===== src/rtl/i2s_rx_tdm.sv =====
// i2s_rx_tdm: I2S / left-justified TDM serial audio receiver.
//
// sclk, lrclk and sdi are oversampled on clk, which must run at least 4x sclk.
// The falling edge of lrclk is the frame sync. Each channel slot is SLOT_W bit
// clocks wide and carries DW data bits, MSB first. A completed frame is
// presented on data with a valid/ready handshake.
//
// Optional feature macro: I2S_RX_TDM_SYNC_EN
//   defined   - sclk, lrclk and sdi each pass through a 2-flop synchronizer
//               before edge detection (adds 2 clk of latency).
//   undefined - the inputs must already be synchronous to clk.
//
// Ports:
//   clk        system clock, all logic on posedge
//   rst        asynchronous reset, active-high
//   sclk       serial bit clock (sampled)
//   lrclk      frame sync / word select (sampled)
//   sdi        serial data, MSB first (sampled)
//   data       frame samples, channel k at [k*DW +: DW]
//   valid      data holds a complete, unconsumed frame
//   ready      consumer accepts data when valid && ready
//   overrun    1-cycle pulse: a completed frame was dropped
//   frame_err  1-cycle pulse: frame sync arrived mid-frame
module i2s_rx_tdm #(
    parameter int unsigned DW     = 24,
    parameter int unsigned SLOT_W = 32,
    parameter int unsigned NCH    = 2,
    parameter int unsigned LJ     = 0
) (
    input  logic              clk,
    input  logic              rst,
    input  logic              sclk,
    input  logic              lrclk,
    input  logic              sdi,
    output logic [NCH*DW-1:0] data,
    output logic              valid,
    input  logic              ready,
    output logic              overrun,
    output logic              frame_err
);

    localparam int unsigned FW   = NCH * DW;
    localparam int unsigned PMAX = NCH * SLOT_W + 1;
    localparam int unsigned PW   = $clog2(PMAX + 1);
    localparam int unsigned BW   = $clog2(SLOT_W);
    localparam int unsigned SW   = $clog2(NCH + 1);

    localparam logic [PW-1:0] P_SAT       = PW'(PMAX);
    localparam logic [BW-1:0] B_DW        = BW'(DW);
    localparam logic [BW-1:0] B_LAST_DATA = BW'(DW - 1);
    localparam logic [BW-1:0] B_LAST      = BW'(SLOT_W - 1);
    localparam logic [SW-1:0] S_NCH       = SW'(NCH);
    localparam logic [SW-1:0] S_LAST      = SW'(NCH - 1);

    logic sclk_in;
    logic lrclk_in;
    logic sdi_in;

`ifdef I2S_RX_TDM_SYNC_EN
    logic [1:0] sclk_sync_q,  sclk_sync_d;
    logic [1:0] lrclk_sync_q, lrclk_sync_d;
    logic [1:0] sdi_sync_q,   sdi_sync_d;

    // Two-flop synchronizers; lrclk idles high so reset it to 1.
    always_comb begin
        sclk_sync_d  = {sclk_sync_q[0], sclk};
        lrclk_sync_d = {lrclk_sync_q[0], lrclk};
        sdi_sync_d   = {sdi_sync_q[0], sdi};
    end

    always_ff @(posedge clk or posedge rst) begin
        if (rst) begin
            sclk_sync_q  <= 2'b00;
            lrclk_sync_q <= 2'b11;
            sdi_sync_q   <= 2'b00;
        end else begin
            sclk_sync_q  <= sclk_sync_d;
            lrclk_sync_q <= lrclk_sync_d;
            sdi_sync_q   <= sdi_sync_d;
        end
    end

    assign sclk_in  = sclk_sync_q[1];
    assign lrclk_in = lrclk_sync_q[1];
    assign sdi_in   = sdi_sync_q[1];
`else
    assign sclk_in  = sclk;
    assign lrclk_in = lrclk;
    assign sdi_in   = sdi;
`endif

    logic          sclk_q,      sclk_d;
    logic          lrclk_q,     lrclk_d;
    logic          locked_q,    locked_d;
    logic [PW-1:0] p_q,         p_d;
    logic [BW-1:0] bit_q,       bit_d;
    logic [SW-1:0] slot_q,      slot_d;
    logic [SW-1:0] wr_cnt_q,    wr_cnt_d;
    logic [DW-1:0] shift_q,     shift_d;
    logic [FW-1:0] buf_q,       buf_d;
    logic          done_q,      done_d;
    logic [FW-1:0] data_q,      data_d;
    logic          valid_q,     valid_d;
    logic          overrun_q,   overrun_d;
    logic          frame_err_q, frame_err_d;

    logic          sclk_rise;
    logic          fsync;
    logic [PW-1:0] cur_p;
    logic [BW-1:0] cur_bit;
    logic [SW-1:0] cur_slot;
    logic [SW-1:0] cur_wr;
    logic [DW-1:0] cur_shift;
    logic [DW-1:0] word;

    // Capture datapath and output handshake.
    always_comb begin
        sclk_d      = sclk_in;
        lrclk_d     = lrclk_in;
        locked_d    = locked_q;
        p_d         = p_q;
        bit_d       = bit_q;
        slot_d      = slot_q;
        wr_cnt_d    = wr_cnt_q;
        shift_d     = shift_q;
        buf_d       = buf_q;
        done_d      = 1'b0;
        data_d      = data_q;
        valid_d     = valid_q;
        overrun_d   = 1'b0;
        frame_err_d = 1'b0;

        sclk_rise = sclk_in & ~sclk_q;
        fsync     = ~lrclk_in & lrclk_q;

        cur_p     = p_q;
        cur_bit   = bit_q;
        cur_slot  = slot_q;
        cur_wr    = wr_cnt_q;
        cur_shift = shift_q;

        // Frame sync restarts the frame before any same-cycle sclk rise.
        if (fsync) begin
            frame_err_d = (wr_cnt_q != '0) && (wr_cnt_q < S_NCH);
            locked_d    = 1'b1;
            cur_p       = '0;
            cur_bit     = '0;
            cur_slot    = '0;
            cur_wr      = '0;
            cur_shift   = '0;
            p_d         = '0;
            bit_d       = '0;
            slot_d      = '0;
            wr_cnt_d    = '0;
            shift_d     = '0;
        end

        word = {cur_shift[DW-2:0], sdi_in};

        if (sclk_rise && locked_d) begin
            // In I2S mode position 0 is the delay bit; slots past NCH-1 are ignored.
            if (((LJ != 0) || (cur_p != '0)) && (cur_slot < S_NCH)) begin
                if (cur_bit < B_DW) begin
                    shift_d = word;
                end
                if (cur_bit == B_LAST_DATA) begin
                    for (int unsigned k = 0; k < NCH; k++) begin
                        if (cur_slot == SW'(k)) begin
                            buf_d[k*DW +: DW] = word;
                        end
                    end
                    wr_cnt_d = cur_wr + SW'(1);
                    done_d   = (cur_slot == S_LAST);
                end
                if (cur_bit == B_LAST) begin
                    bit_d  = '0;
                    slot_d = cur_slot + SW'(1);
                end else begin
                    bit_d  = cur_bit + BW'(1);
                end
            end
            p_d = (cur_p == P_SAT) ? cur_p : cur_p + PW'(1);
        end

        // A completed frame either loads (consumer free or accepting) or is dropped.
        if (done_q) begin
            if (!valid_q || ready) begin
                data_d  = buf_q;
                valid_d = 1'b1;
            end else begin
                overrun_d = 1'b1;
            end
        end else if (valid_q && ready) begin
            valid_d = 1'b0;
        end
    end

    // State registers; lrclk_q resets high so release never looks like a sync.
    always_ff @(posedge clk or posedge rst) begin
        if (rst) begin
            sclk_q      <= 1'b0;
            lrclk_q     <= 1'b1;
            locked_q    <= 1'b0;
            p_q         <= '0;
            bit_q       <= '0;
            slot_q      <= '0;
            wr_cnt_q    <= '0;
            shift_q     <= '0;
            buf_q       <= '0;
            done_q      <= 1'b0;
            data_q      <= '0;
            valid_q     <= 1'b0;
            overrun_q   <= 1'b0;
            frame_err_q <= 1'b0;
        end else begin
            sclk_q      <= sclk_d;
            lrclk_q     <= lrclk_d;
            locked_q    <= locked_d;
            p_q         <= p_d;
            bit_q       <= bit_d;
            slot_q      <= slot_d;
            wr_cnt_q    <= wr_cnt_d;
            shift_q     <= shift_d;
            buf_q       <= buf_d;
            done_q      <= done_d;
            data_q      <= data_d;
            valid_q     <= valid_d;
            overrun_q   <= overrun_d;
            frame_err_q <= frame_err_d;
        end
    end

    assign data      = data_q;
    assign valid     = valid_q;
    assign overrun   = overrun_q;
    assign frame_err = frame_err_q;

endmodule


===== config.mk =====
export PLATFORM = sky130hd
export DESIGN_NAME = i2s_rx_tdm
export DESIGN_NICKNAME = d
export VERILOG_FILES = /design/src/rtl/i2s_rx_tdm.sv
export SDC_FILE = /design/constraint.sdc
export NUM_CORES = 1
export LEC_CHECK = 0
export CELL_PAD_IN_SITES_DETAIL_PLACEMENT = 0
export CELL_PAD_IN_SITES_GLOBAL_PLACEMENT = 2
export CORE_MARGIN = 2
export CORE_UTILIZATION = 35
export CTS_BUF_LIST = sky130_fd_sc_hd__clkbuf_4 sky130_fd_sc_hd__clkbuf_8
export DETAILED_ROUTE_END_ITERATION = 6
export GPL_TIMING_DRIVEN = 0
export PLACE_DENSITY_LB_ADDON = 0.08
export SYNTH_ARGS = -nofsm -noshare
export SYNTH_HDL_FRONTEND = slang
export SYNTH_SLANG_ARGS = --single-unit

===== constraint.sdc =====
create_clock -name clk -period 6.7 [get_ports clk]
set_input_delay 1.34 -clock clk [delete_from_list [all_inputs] [get_ports clk]]
set_output_delay 1.34 -clock clk [all_outputs]
set_load 0.1 [all_outputs]

Word-level counts from Yosys, hierarchy flattened. Cells that the tools add are included.

$add $sub $neg: 4. $lt $le $gt $ge: 3. Equal/unequal tests: 5. Muxes and demuxes: 29. Bitwise gates (word level): 4. Reduce and logical (&&, ||, !) cells: 14.

Operator list (count): two-way mux 24 bit (4); two-way mux 7 bit (3); two-way mux 5 bit (4); two-way mux 2 bit (8); == test 5 bit (second input constant) (2); two-way mux 1 bit (10); AND reduction 4 bit (2); adder 7 x 1 -> 7 bit (second input constant) (1); == test 7 bit (second input constant) (1); nonzero test 7 bit (1); adder 5 x 1 -> 5 bit (second input constant) (1); < comparator 5 bit (second input constant) (1); adder 2 x 1 -> 2 bit (second input constant) (2); logical AND 1 bit (4); < comparator 2 bit (second input constant) (2); AND reduction 2 bit (2); nonzero test 2 bit (2); bitwise AND 1 bit (2); == test 2 x 1 -> 1 bit (second input constant) (1); logical NOT 2 bit (1); != test 2 x 1 -> 1 bit (second input constant) (1); inverter 1 bit (2); logical NOT 1 bit (1); logical OR 1 bit (1).

Flip-flop bits (word level): 143. Bits of input ports: 6. Logic and storage cells: 74.

Depth between registers and ports, before layout.
Word-level depth: 7. Gate-level depth with buffers: 11. Gate-level depth less buffers: 7.

Least setup slack after synthesis. Ideal clock, no wire load.

Path kind: in2reg. Start point: input port lrclk. End point: register shift_q[4]. Library setup time: 0.126 ns. Arrival time: 3.181 ns. Required time: 6.574 ns. Setup slack: 3.393 ns. Stages: 11. Cell sequence: nand2b_1 > clkbuf_1 > buf_1 > nand2_1 > ha_1 > nand2b_1 > o221ai_4 > a311o_2 > buf_6 > buf_12 > mux2i_1.

Word-level cells in the longest chain between the ends: 7. Elaborated cells on any way between the ends: 15. Classes of those cells: order compare (2); mux (8); bitwise (2); reduce/logical (3).

Ends and longest elaborated chain: from (decl) (line 33) `input logic lrclk,`; inverter 1 bit (*) (line 134) `fsync = ~lrclk_in & lrclk_q;`; bitwise AND 1 bit (*) (line 134); two-way mux 5 bit, or another cell as far along (line 143) `if (fsync) begin`; < comparator 5 bit, or another cell as far along (line 163) `if (cur_bit < B_DW) begin`; two-way mux 24 bit or logical AND 1 bit (tied branches) (line 163, 162); two-way mux 24 bit (line 162) `if (((LJ != 0) || (cur_p != '0)) && (cur_slot < S_NCH)) begin`; two-way mux 24 bit (*) (line 160) `if (sclk_rise && locked_d) begin`; named net shift_d[4] (line 99) `logic [DW-1:0] shift_q, shift_d;`; to (signal assigned) (line 223) `shift_q <= shift_d;`; to (decl) (line 99).

Mark *: on every way through the listed nets, which the timed path passes. The rest lies on a longest branch. A chain may end at the register's enable or synchronous reset.

Worst setup path in the final report.
Start point: input port lrclk. End point: register buf_q[27].

Word-level cells in the longest chain between the ends: 6. Elaborated cells on any way between the ends: 14. Classes of those cells: order compare (1); eq/ne (2); mux (5); bitwise (2); reduce/logical (4).

Ends and longest elaborated chain: inverter 1 bit (*) (line 134); bitwise AND 1 bit (*) (line 134); two-way mux 2 bit or two-way mux 7 bit (tied branches) (line 143); < comparator 2 bit or nonzero test 7 bit (tied branches) (line 162); logical AND 1 bit (line 162); AND reduction 4 bit (no source line); to (signal assigned) (line 224) `buf_q <= buf_d;`; to (decl) (line 100) `logic [FW-1:0] buf_q, buf_d;`.

Mark *: on every way between the ends. The rest lies on a longest branch, timed or not.

==> flow_metrics.tcl <==
set metrics [dict create \
    vias 3726 \
    path_class "in -> reg" \
    dr.pass1.iters 4 \
    r2r_cells 10 \
    cts_num_sinks 142 \
    placed_cell_area_um2 6540 \
    switchingPower_uw 396 \
    coreArea_um2 15900 \
    hpwl_mm 8.47 \
    antenna_found_initial 0 \
    final_nets 545 \
    yosysUniqueCellTypes 45 \
    min_to "data[6]$_DFFE_PP0P_" \
    pwr-share-clk_pct 46.9 \
    grt_max_degree 78 \
    gp_congestion 0.773 \
    maxSlewViolCount 0 \
    seq_area_frac_synth_pct 62.6 \
    tns_ps 0 \
    vias_per_cell 4.90 \
    avgSynthCellArea_um2 12.4 \
    period_needed_ps 3960 \
    ant_nets 0 \
    crit_path_max_fanout 10 \
    synth_fp_nets 469 \
    htree_levels 4 \
    ir_drop_v 0.0000985 \
    combPwrFrac_pct 5.3 \
    layout-drive-gt1-share_pct 18.3 \
    yosysTopAreaCellShare_pct 62.1 \
    p_leak_nw 3.35 \
    holdWs_ps 503 \
    pwr-share-seq_pct 47.8 \
    hold_start "buf_q[6]$_DFFE_PP0P_" \
    finalWirelength_mm 12.8 \
    pin_count 57 \
    drtIter0Drc 181 \
    wl_per_cell_um 16.9 \
    drc_errors 0 \
    rsz0062_at_grt "false" \
    root_buffer "clkbuf_8" \
    fp.dieW_um 131 \
    hp-class "reg -> reg" \
    cp_data_required_time_ps 7060 \
    timing.fmax_mhz 252 \
    crit_path_start_kind "primary input" \
    r2r_end "buf_q[27]$_DFFE_PP0P_" \
    synthTopCellsByArea "dfrtp_1 62%, mux2_2 9.7%, o21ai_0 8.3%" \
    setup_viol 0 \
    die-area_um2 17300 \
    layout-area-overhead-vs-synth_pct 24.0 \
    synth_area_um2 5680 \
    clockBufferDepth 2 \
    mostFrequentLayoutCell "dfrtp_1" \
    grt_pass1_wl_mm 21.5 \
    max_slew_margin_pct 33.8 \
    die_h_um 131 \
    worstReg2RegStart "lrclk_q$_DFF_PP1_" \
    reg2reg_slack_ps 3830 \
    synth-seq-cells 142 \
    ctsResizeCount 0 \
    yosysTopAreaCell "dfrtp_1" \
    diodes 0 \
    hold_buffers 0 \
    clkTransAtPathRegs_ps 70 \
    final_cell_mix "141 x dfrtp_1, 94 x o21ai_0, 56 x clkdlybuf4s50_1" \
    grt_pass1_vias 3912 \
    outcome "complete, no violations" \
    arrival_ps 4320 \
    fin_area_um2 7040 \
    synthCells 458 \
    rows 46 \
    switching_share_pct 21.7 \
    tightest_slew_ps 990 \
    portBuffers 56 \
    cp-startpoint "lrclk" \
    cts_tree "built" \
    grt_usage_pct 16.2 \
    holdPathStages 1 \
    post_cts_buffers 0 \
    initial_core_util_pct 35.8 \
    ys.warnings.count 0 \
    clock_latency_ps 450 \
    internal_power_mw 1.43 \
    period_share_pct 59.1 \
    grt_overflow 0 \
    hold_viol 0 \
    skew_ps 12.1 \
    worstSetupEndpointType "flip-flop" \
    cts_buffers 17 \
    finalPower_mw 1.83 \
    cap_viol_max_count 0 \
    powerDensity_nw_per_um2 260 \
]
worst max path at each step:
stage	endpoint	slack, ps	cells past startpoint
after global placement	p_q[5]$_DFF_PP0_	-580	2
after floorplan	bit_q[0]$_DFF_PP0_	1550	1
after global routing	buf_q[33]$_DFFE_PP0P_	2440	11
final	buf_q[27]$_DFFE_PP0P_	2740	11
after CTS	buf_q[25]$_DFFE_PP0P_	2740	11
after detailed placement	buf_q[25]$_DFFE_PP0P_	2240	11
synthesized netlist by cell type (all sizes together):
cell type and count:
xor2 2, o221ai 1, or3 1, mux2i 23, or4 4, o211ai 5
and2 3, xnor2 4, nor2 7, or2 3, ha 5, o31a 1
nor3b 1, and2b 1, a21o 1, nor4 1, nand3 3, o41ai 1
nand2b 5, and3 3, dfstp 1, o21ai 99, nand4 5, nand2 40
o21bai 1, inv 7, nor3 1, buf 15, a41oi 1, clkbuf 14
o21a 1, nor2b 3, a21oi 2, dfrtp 141, o22ai 1, a311o 1
mux2 49, and3b 1
registers in the layout (all words and copies together), names as in the netlist:
| name | cells |
|---|---|
| bit_q | 5 |
| lrclk_q | 1 |
| buf_q | 48 |
| p_q | 7 |
| frame_err | 1 |
| wr_cnt_q | 2 |
| slot_q | 2 |
| overrun | 1 |
| shift_q | 23 |
| sclk_q | 1 |
| data | 48 |
| done_q | 1 |
| valid | 1 |
| locked_q | 1 |
metal layers:
metal | vias up | share of wire (%) | global-route usage [%]
met4 | 0 | 1.7 | 6.34
met1 | 1881 | 47 | 21.6
met5 | - | 0 | 0
met3 | 18 | 3.3 | 3.86
met2 | 68 | 48 | 25.6
li1 | 1759 | - | -
per-stage QoR:
stage | worst slack, ps | utilization (%) | instances
after floorplan | 1550 | - | 458
after global placement | -579 | 41.0 | 730
after detailed placement | 2240 | 41.2 | 731
after CTS | 2740 | 44.3 | 761
after global routing | 2440 | 44.3 | 761
final | 2740 | 44.3 | 761
worst max-delay path, stage by stage:
cell and delay [ps]:
clkdlybuf4s50_1 500, nand2b_1 110, clkbuf_1 370, buf_1 470, nand2_1 200, inv_1 90, ha_1 130, nand4_1 270
or2_2 450, buf_2 220, o21ai_0 170
layout make-up:
cell class / count / area [µm²]
fillers: 1517 / 8840
flip-flops and latches: 142 / 3550
multi-input cells: 280 / 1940
repair buffers: 57 / 588
well taps: 216 / 270
clock buffers: 19 / 262
clock inverters: 11 / 236
plain buffers: 29 / 163
inverters: 7 / 31.3
cells by family after synthesis:
logic type	share of synthesized area [%]
flops	62.6
mux	13.8
simple gates	7.11
buf+inv	3.33
xor+xnor	0.925
fa+ha+maj	1.10
compound gates	11.2
power by group through the flow:
stage               combinational, mW  sequential (mW)  clock [mW]
finish                         0.0967            0.874       0.858
floorplan                      0.0689            0.889           0
CTS                            0.0994            0.874       0.880
global placement               0.0961            0.891           0
global route                    0.109            0.876       0.922
detailed placement             0.0993            0.891           0
(Power assumes the default switching activity.)
